File: config.mk
export PLATFORM = sky130hd
export DESIGN_NAME = adder_frame_acc_flat
export DESIGN_NICKNAME = d
export VERILOG_FILES = /design/src/rtl/adder_frame_acc_pkg.sv /design/src/rtl/adder_frame_acc_if.sv /design/src/rtl/adder_frame_acc_check.sv /design/src/rtl/adder_frame_acc.sv /design/src/flat_wrapper.sv
export SDC_FILE = /design/constraint.sdc
export NUM_CORES = 1
export LEC_CHECK = 0
export CORE_ASPECT_RATIO = 0.9
export CORE_UTILIZATION = 40
export CTS_BUF_LIST = sky130_fd_sc_hd__clkbuf_8
export CTS_CLUSTER_DIAMETER = 100
export CTS_CLUSTER_SIZE = 25
export DETAILED_ROUTE_END_ITERATION = 16
export PLACE_DENSITY = 0.72
export SETUP_SLACK_MARGIN = 0.2
export SYNTH_ARGS = -nofsm -noshare
export SYNTH_HDL_FRONTEND = slang
export SYNTH_SLANG_ARGS = --single-unit
File: constraint.sdc
create_clock -name clk -period 1.8 [get_ports clk]
set_clock_uncertainty 0.05 [all_clocks]
set_input_delay 0.27 -clock clk [delete_from_list [all_inputs] [get_ports clk]]
set_output_delay 0.27 -clock clk [all_outputs]
set_load 0.01 [all_outputs]
File: src/rtl/adder_frame_acc_pkg.sv
// Shared types and defaults for the adder frame accumulator slice.
// Holds the FSM state encoding and the width helpers used by the interface and top.
package adder_pkg;

    localparam int DEFAULT_WIDTH     = 8;
    localparam int DEFAULT_FRAME_LEN = 4;

    typedef enum logic {
        ACCUM = 1'b0,
        HOLD  = 1'b1
    } state_t;

    // Accumulator must hold FRAME_LEN*(2^WIDTH-1) without wrapping.
    function automatic int acc_width(input int width, input int frame_len);
        return width + $clog2(frame_len);
    endfunction

    function automatic int cnt_width(input int frame_len);
        return $clog2(frame_len + 1);
    endfunction

endpackage

File: src/rtl/adder_frame_acc_if.sv
// Sample-in / summary-out bus between an adder under observation and the frame accumulator.
// Both channels use valid/ready: a transfer happens on a rising clk edge where valid && ready;
// the source holds its payload stable while valid is high and ready is low.
interface adder_intf
    import adder_pkg::*;
#(
    parameter int WIDTH     = DEFAULT_WIDTH,
    parameter int FRAME_LEN = DEFAULT_FRAME_LEN
);

    localparam int ACC_WIDTH = acc_width(WIDTH, FRAME_LEN);
    localparam int CNT_WIDTH = cnt_width(FRAME_LEN);

    logic                 in_valid;
    logic                 in_ready;
    logic [WIDTH-1:0]     in_a;
    logic [WIDTH-1:0]     in_b;
    logic [WIDTH-1:0]     in_result;
    logic                 flush;
    logic                 out_valid;
    logic                 out_ready;
    logic [ACC_WIDTH-1:0] out_sum;
    logic [CNT_WIDTH-1:0] out_count;
    logic [CNT_WIDTH-1:0] out_ovf_cnt;
    logic [CNT_WIDTH-1:0] out_mism_cnt;

    modport master (
        output in_valid, in_a, in_b, in_result, flush, out_ready,
        input  in_ready, out_valid, out_sum, out_count, out_ovf_cnt, out_mism_cnt
    );

    modport slave (
        input  in_valid, in_a, in_b, in_result, flush, out_ready,
        output in_ready, out_valid, out_sum, out_count, out_ovf_cnt, out_mism_cnt
    );

endinterface

File: src/rtl/adder_frame_acc_check.sv
// Per-sample adder check: recomputes a+b at WIDTH+1 bits to derive carry-out
// and whether the reported result disagrees with the true WIDTH-bit sum.
module adder_sample_check #(
    parameter int WIDTH = 8
) (
    input  logic [WIDTH-1:0] i_a,
    input  logic [WIDTH-1:0] i_b,
    input  logic [WIDTH-1:0] i_result,
    output logic             o_carry,
    output logic             o_mismatch
);

    logic [WIDTH:0] w_sum;

    assign w_sum      = {1'b0, i_a} + {1'b0, i_b};
    assign o_carry    = w_sum[WIDTH];
    assign o_mismatch = (w_sum[WIDTH-1:0] != i_result);

endmodule

File: src/rtl/adder_frame_acc.sv
// Accumulates adder samples into frames of FRAME_LEN (or shorter on flush) and
// holds a summary of sum, count, carry-outs and result mismatches until consumed.
module adder_frame_acc
    import adder_pkg::*;
#(
    parameter int WIDTH     = DEFAULT_WIDTH,
    parameter int FRAME_LEN = DEFAULT_FRAME_LEN
) (
    input  logic       clk,
    input  logic       rst,
    adder_intf.slave   bus,
    output state_t     o_dbg_state
);

    localparam int ACC_WIDTH = acc_width(WIDTH, FRAME_LEN);
    localparam int CNT_WIDTH = cnt_width(FRAME_LEN);
    localparam logic [CNT_WIDTH-1:0] FRAME_LEN_C = CNT_WIDTH'(FRAME_LEN);

    state_t               r_state;
    logic [ACC_WIDTH-1:0] r_acc;
    logic [CNT_WIDTH-1:0] r_cnt;
    logic [CNT_WIDTH-1:0] r_ovf_cnt;
    logic [CNT_WIDTH-1:0] r_mism_cnt;
    logic                 r_in_ready;
    logic                 r_out_valid;

    logic                 w_carry;
    logic                 w_mismatch;
    logic                 w_accept;
    logic [ACC_WIDTH-1:0] w_acc_next;
    logic [CNT_WIDTH-1:0] w_cnt_next;
    logic [CNT_WIDTH-1:0] w_ovf_next;
    logic [CNT_WIDTH-1:0] w_mism_next;
    logic                 w_frame_full;
    logic                 w_flush_go;
    logic                 w_to_hold;

    adder_sample_check #(
        .WIDTH (WIDTH)
    ) u_check (
        .i_a        (bus.in_a),
        .i_b        (bus.in_b),
        .i_result   (bus.in_result),
        .o_carry    (w_carry),
        .o_mismatch (w_mismatch)
    );

    // r_in_ready is only ever high in ACCUM, so it alone qualifies acceptance.
    assign w_accept = bus.in_valid && r_in_ready;

    always_comb begin
        w_acc_next  = r_acc;
        w_cnt_next  = r_cnt;
        w_ovf_next  = r_ovf_cnt;
        w_mism_next = r_mism_cnt;
        if (w_accept) begin
            w_acc_next  = r_acc + {{(ACC_WIDTH-WIDTH){1'b0}}, bus.in_result};
            w_cnt_next  = r_cnt + CNT_WIDTH'(1);
            w_ovf_next  = r_ovf_cnt + CNT_WIDTH'(w_carry);
            w_mism_next = r_mism_cnt + CNT_WIDTH'(w_mismatch);
        end
    end

    // A same-cycle accept counts toward the flush decision and is part of the frame.
    assign w_frame_full = w_accept && (w_cnt_next == FRAME_LEN_C);
    assign w_flush_go   = bus.flush && (w_cnt_next != '0);
    assign w_to_hold    = (r_state == ACCUM) && (w_frame_full || w_flush_go);

    always_ff @(posedge clk or posedge rst) begin
        if (rst) begin
            r_state     <= ACCUM;
            r_acc       <= '0;
            r_cnt       <= '0;
            r_ovf_cnt   <= '0;
            r_mism_cnt  <= '0;
            r_in_ready  <= 1'b0;
            r_out_valid <= 1'b0;
        end else begin
            case (r_state)
                ACCUM: begin
                    r_acc      <= w_acc_next;
                    r_cnt      <= w_cnt_next;
                    r_ovf_cnt  <= w_ovf_next;
                    r_mism_cnt <= w_mism_next;
                    r_in_ready <= 1'b1;
                    if (w_to_hold) begin
                        r_state     <= HOLD;
                        r_in_ready  <= 1'b0;
                        r_out_valid <= 1'b1;
                    end
                end
                HOLD: begin
                    // Summary registers stay frozen until the consumer takes them.
                    if (bus.out_ready) begin
                        r_state     <= ACCUM;
                        r_acc       <= '0;
                        r_cnt       <= '0;
                        r_ovf_cnt   <= '0;
                        r_mism_cnt  <= '0;
                        r_in_ready  <= 1'b1;
                        r_out_valid <= 1'b0;
                    end
                end
                default: begin
                    r_state     <= ACCUM;
                    r_in_ready  <= 1'b0;
                    r_out_valid <= 1'b0;
                end
            endcase
        end
    end

    assign bus.in_ready     = r_in_ready;
    assign bus.out_valid    = r_out_valid;
    assign bus.out_sum      = r_acc;
    assign bus.out_count    = r_cnt;
    assign bus.out_ovf_cnt  = r_ovf_cnt;
    assign bus.out_mism_cnt = r_mism_cnt;
    assign o_dbg_state      = r_state;

endmodule

File: src/flat_wrapper.sv
// flat-port wrapper written by rule: the top's interface ports become plain ports
module adder_frame_acc_flat import adder_pkg::*;
#(
    parameter int WIDTH     = DEFAULT_WIDTH,
    parameter int FRAME_LEN = DEFAULT_FRAME_LEN
)
  (clk, rst, o_dbg_state, bus_in_valid, bus_in_a, bus_in_b, bus_in_result, bus_flush, bus_out_ready, bus_in_ready, bus_out_valid, bus_out_sum, bus_out_count, bus_out_ovf_cnt, bus_out_mism_cnt);
  adder_intf #(.WIDTH(WIDTH), .FRAME_LEN(FRAME_LEN)) bus_i ();
  input  logic clk;
  input  logic rst;
  output state_t o_dbg_state;
  input wire logic [$bits(bus_i.in_valid)-1:0] bus_in_valid;
  input wire logic [$bits(bus_i.in_a)-1:0] bus_in_a;
  input wire logic [$bits(bus_i.in_b)-1:0] bus_in_b;
  input wire logic [$bits(bus_i.in_result)-1:0] bus_in_result;
  input wire logic [$bits(bus_i.flush)-1:0] bus_flush;
  input wire logic [$bits(bus_i.out_ready)-1:0] bus_out_ready;
  output wire logic [$bits(bus_i.in_ready)-1:0] bus_in_ready;
  output wire logic [$bits(bus_i.out_valid)-1:0] bus_out_valid;
  output wire logic [$bits(bus_i.out_sum)-1:0] bus_out_sum;
  output wire logic [$bits(bus_i.out_count)-1:0] bus_out_count;
  output wire logic [$bits(bus_i.out_ovf_cnt)-1:0] bus_out_ovf_cnt;
  output wire logic [$bits(bus_i.out_mism_cnt)-1:0] bus_out_mism_cnt;
  assign bus_i.in_valid = bus_in_valid;
  assign bus_i.in_a = bus_in_a;
  assign bus_i.in_b = bus_in_b;
  assign bus_i.in_result = bus_in_result;
  assign bus_i.flush = bus_flush;
  assign bus_i.out_ready = bus_out_ready;
  assign bus_in_ready = bus_i.in_ready;
  assign bus_out_valid = bus_i.out_valid;
  assign bus_out_sum = bus_i.out_sum;
  assign bus_out_count = bus_i.out_count;
  assign bus_out_ovf_cnt = bus_i.out_ovf_cnt;
  assign bus_out_mism_cnt = bus_i.out_mism_cnt;
  adder_frame_acc #(.WIDTH(WIDTH), .FRAME_LEN(FRAME_LEN)) u_core (.clk(clk), .rst(rst), .bus(bus_i), .o_dbg_state(o_dbg_state));
endmodule
Word level (Yosys, flattened, before mapping). Cells that the tools add are included.

Bits in registers: 22. Input bits: 29.

Add/sub/neg operators: 5. Eq/ne operators: 5. Multiplexer cells: 19. Bitwise logic cells: 1. Reductions and logical operators: 8.

Operator list (count): two-way mux 10 bit (2); case mux 10 bit (2 select lines) (1); case mux 3 bit (2 select lines) (3); two-way mux 3 bit (4); adder 10 x 8 -> 10 bit (1); adder 8 x 8 -> 9 bit (1); inequality test 8 bit (1); adder 3 x 1 -> 3 bit (2); two-way mux 1 bit (6); case mux 1 bit (2 select lines) (3); logical AND 1 bit (4); inequality test 2 x 1 -> 1 bit (second input constant) (2); AND reduction 2 bit (2); adder 3 x 1 -> 3 bit (second input constant) (1); equality test 3 bit (second input constant) (1); nonzero test 3 bit (1); inequality test 2 bit (second input constant) (1); logical OR 1 bit (1); NOT 1 bit (1).

Depth between registers and ports, before layout.
Depth after elaboration: 8. Gate-level depth with buffers: 12. Mapped depth without buffers: 12.

Hierarchy. Synthesis repeated with hierarchy kept, for this count alone.

Cell total of the unflattened synthesis: 186. Area total of the unflattened synthesis: 1716.6 µm².

By module, submodules not included: adder_frame_acc (times used 1, cells an instance 135, area each 1298.7 µm²); adder_sample_check (times used 1, cells an instance 51, area each 417.9 µm²).

Worst setup path before layout. Ideal clock, no wire load.

Path type: input to register. Start: input bus_in_b[0]. End: register u_core.r_mism_cnt[1] (netlist: u_core.bus.out_mism_cnt[1]). Setup time: 0.117 ns. Data arrival time: 2.047 ns. Data required time: 1.633 ns. Slack: -0.414 ns. Stages on the path: 10. Buffers on the path: 0. Cells stage by stage: ha_1 -> fa_1 -> xnor2_1 -> nand2_1 -> nor4_1 -> nand4_1 -> ha_1 -> ha_1 -> nand2_1 -> nand2_1.

Cells in the longest elaborated chain, start to end: 5.

Ends and longest elaborated chain: start, declared (RTL line flat_wrapper.sv:14) `input wire logic [$bits(bus_i.in_b)-1:0] bus_in_b;`; adder 8 x 8 -> 9 bit (RTL line adder_frame_acc_check.sv:15) `assign w_sum = {1'b0, i_a} + {1'b0, i_b};`; inequality test 8 bit (RTL line adder_frame_acc_check.sv:17) `assign o_mismatch = (w_sum[WIDTH-1:0] != i_result);`; adder 3 x 1 -> 3 bit (RTL line adder_frame_acc.sv:60) `w_mism_next = r_mism_cnt + CNT_WIDTH'(w_mismatch);`; two-way mux 3 bit (RTL line adder_frame_acc.sv:56) `if (w_accept) begin`; case mux 3 bit (2 select lines) (RTL line adder_frame_acc.sv:79) `case (r_state)`; end signal, assigned (RTL line adder_frame_acc.sv:84) `r_mism_cnt <= w_mism_next;`; end, declared (RTL line adder_frame_acc.sv:23) `logic [CNT_WIDTH-1:0] r_mism_cnt;`.

No other way between the ends. The select of a mux whose other input is x is not followed. A chain may end at the register's enable or synchronous reset.

Worst setup path after layout.
Start: input bus_in_a[0]. End: register u_core.r_mism_cnt[2] (netlist: u_core.bus.out_mism_cnt[2]).

Cells in the longest elaborated chain, start to end: 5.

Ends and longest elaborated chain: start, declared (RTL line flat_wrapper.sv:13) `input wire logic [$bits(bus_i.in_a)-1:0] bus_in_a;`; adder 8 x 8 -> 9 bit (RTL line adder_frame_acc_check.sv:15); inequality test 8 bit (RTL line adder_frame_acc_check.sv:17); adder 3 x 1 -> 3 bit (RTL line adder_frame_acc.sv:60); two-way mux 3 bit (RTL line adder_frame_acc.sv:56); case mux 3 bit (2 select lines) (RTL line adder_frame_acc.sv:79).

No other way between the ends. The select of a mux whose other input is x is not followed.

==> impl_metrics.tcl <==
set metrics [dict create \
    status "complete, but fails checks" \
    violations "setup timing" \
    synth_fa_ha_area_frac 0.178 \
    placed_cells 314 \
    antenna_cells 0 \
    final_cell_mix "48 x buf_4, 22 x nand2_1, 22 x clkdlybuf4s50_1, 18 x nand3_1, 18 x dlygate4sd2_1" \
    grt_overflow 0 \
    synth-seq-cells 22 \
    ys_seq_area_frac 0.323 \
    fp.dieH_um 63.9 \
    setup_viol_count_final 8 \
    htreeDepth 1 \
    finalNonFillerCells 337 \
    cts_buffer_depth 2 \
    vias 1803 \
    clock_latency_ns 0.27 \
    core_sq_um 4070 \
    drive_gt1_frac 0.377 \
    period_share 1.16 \
    tritoncts "built" \
    rr_worst_depth 7 \
    synth_top_family_by_area "simple AND/OR/NAND/NOR gates" \
    synthSimpleGateAreaFrac 0.201 \
    synth_xor_xnor_area_share 0.0976 \
    avgSynthCellArea_sq_um 9.02 \
    drc_errors 0 \
    powerDensity_nw_per_um2 1260 \
    syn-num-nets 241 \
    power.switching_mw 1.44 \
    yosys_warnings 0 \
    synth.mux.area_fraction 0.00587 \
    syn-cell-area_sq_um 1710 \
    synthDominantCellAreaShare 0.323 \
    comb_power_share 0.629 \
    antenna_found_initial 0 \
    r2r-end "u_core.bus.out_sum[6]" \
    antenna_left 0 \
    clkPwrFrac 0.124 \
    die_w_um 70.8 \
    areaGrowthSynthToFinish_pct 76.4 \
    endpoint "u_core.bus.out_mism_cnt[2]" \
    slew_headroom 0.804 \
    min_period_ns 2.08 \
    r2r_start "u_core.bus.out_sum[0]" \
    vdd_drop_max_mv 0.956 \
    final_nets 342 \
    max_freq_mhz 480 \
    final_common_cell "buf_4" \
    critical_path_required_ns 1.94 \
    startpoint "bus_in_a[0]" \
    cts.clk_slew.worst_paths_ns 0.09 \
    wirelength_um 4930 \
    gp_congestion 0.841 \
    ys_types 38 \
    cts_buffers 3 \
    grt_pass1_vias 1790 \
    reg2reg_slack_ns -0.01 \
    dp.final_hpwl_um 3350 \
    critical_path_class "in -> reg" \
    critPathBufInv 1 \
    grt_pass1_wl_um 8090 \
    p_int_mw 2.35 \
    cp_cell_sequence "buf_6 -> ha_4 -> fa_2 -> nand3_2 -> nand2_1 -> xnor2_1 -> nor4_2 -> nand4_1 -> ha_2 -> ha_4 -> nand2_4 -> nand3_2 -> o21ai_1" \
    finalWorstSetupSlack_ns -0.283 \
    end_kind "register" \
    crit_fanout 2 \
    cts_hold_buf 0 \
    final_hold_viol_count 0 \
    rsz0062_at_grt "true" \
    clock-sinks 22 \
    vias_per_cell 5.35 \
    crit_slowest_cell "fa_2" \
    path_depth 13 \
    arrival_ns 2.22 \
    drv_cap 0 \
    dieArea_sq_um 4530 \
    io_buffer_count 50 \
    crit_path_start_kind "input port" \
    final_util 0.738 \
    pin_count 51 \
    synthTopCellsByArea "dfrtp_1 32%, ha_1 15%, nand3_1 6.2%" \
    cts_root_buf "clkbuf_8" \
    slew_violations 0 \
    drtIter0Drc 72 \
    p_seq_frac 0.247 \
    drtPass1Iterations 6 \
    syn_inst 189 \
    yosysTopAreaCell "dfrtp_1" \
    initial_utilization 0.419 \
    whs_ns 0.290 \
    grt_max_degree 23 \
    post_drt_wl_per_cell_um 14.6 \
    row_count 22 \
    critPathMaxStageDelay_ns 0.37 \
    tightest_slew_ns 0.294 \
    hp-class "in -> async" \
    crit_family "adder cells" \
    fill_cells 276 \
    leakage_nw 1.41 \
    synth_compound_area_frac 0.171 \
    grt_usage 0.227 \
    p_sw_frac 0.379 \
]
cell families after synthesis:
logic type      count (synthesis)
xor+xnor                       19
simple gates                   69
flops                          22
buf+inv                        10
mux                             1
fa+ha+maj                      23
compound gates                 45
how the worst min path moves through the flow:
stage / end / depth (start not counted) / slack (ns)
4_1_cts: u_core.bus.out_count[2] / 3 / 0.30
2_1_floorplan: u_core.bus.in_ready / 1 / 0.21
3_5_place_dp: u_core.bus.out_valid / 1 / 0.42
3_3_place_gp: u_core.bus.out_valid / 1 / 0.41
5_1_grt: u_core.bus.out_valid / 3 / 0.33
6_report: u_core.bus.out_ovf_cnt[2] / 3 / 0.29
power by group through the flow:
stage,logic [mW],registers [mW],clock network (mW)
6_report,2.39,0.935,0.471
5_1_grt,2.62,0.972,0.504
4_1_cts,2.15,0.948,0.474
3_5_place_dp,1.96,0.923,0
3_3_place_gp,1.91,0.922,0
2_1_floorplan,0.981,0.983,0
metrics by stage:
stage	instance area, sq um	setup TNS (ns)	setup slack, ns	power, mW
4_1_cts	2870	-1.14	-0.361	3.57
5_1_grt	3010	-1.68	-0.417	4.09
3_5_place_dp	2560	-7.30	-0.994	2.89
2_1_floorplan	1780	-1.17	-0.284	1.96
3_3_place_gp	2560	-6.76	-0.902	2.84
6_report	3010	-0.969	-0.283	3.79
layer usage:
| metal | share of wire | GRT usage |
|---|---|---|
| met1 | 0.46 | 0.299 |
| met2 | 0.50 | 0.399 |
| met3 | 0.041 | 0.0189 |
| met4 | 0.0030 | 0.0625 |
| met5 | 0 | 0 |
worst min-delay path, stage by stage:
cell and delay (ns):
clkdlybuf4s50_1 0.40, inv_1 0.05, buf_4 0.28
final cells by class:
cell class                 instances  area (sq um)  share of cell area
multi-input combinational        157          1420               0.471
timing repair buffer             100           880               0.292
sequential                        22           558               0.186
tap                               48          60.1              0.0200
clock buffer                       3          41.3              0.0137
clock inverter                     1          30.0             0.00998
inverter                           6          22.5             0.00749
what timing repair did:
action                                  CTS  global route
endpoints found under the hold margin     0             0
pin swaps                                37            17
endpoints found under the setup margin   17            21
resized for setup                        64            18
setup buffers                             8            11
synthesized netlist by cell type, drive strengths merged:
master   count
o31ai        2
nor2b        1
nand2       27
xnor2       12
o21bai       1
a211oi       2
a21o         5
nand3b       1
a311oi       1
o21a         1
o211ai       4
nor4         3
dfrtp       22
nor3b        1
o2111ai      1
fa           2
a21oi       12
mux2i        1
xor2         7
and3         1
clkbuf       1
o21ai       12
and2         1
or3          3
a311o        1
o22a         1
nand3       21
nor2         7
buf          3
a21boi       2
nand4        2
inv          6
ha          21
or2          1
sequential cells by signal, summed over array words and instances, names as in the netlist:
signal                   cells
u_core.bus.out_valid         1
u_core.bus.out_sum          10
u_core.bus.out_ovf_cnt       3
u_core.bus.in_ready          1
u_core.o_dbg_state           1
u_core.bus.out_count         3
u_core.bus.out_mism_cnt      3
(Power assumes the default switching activity.)
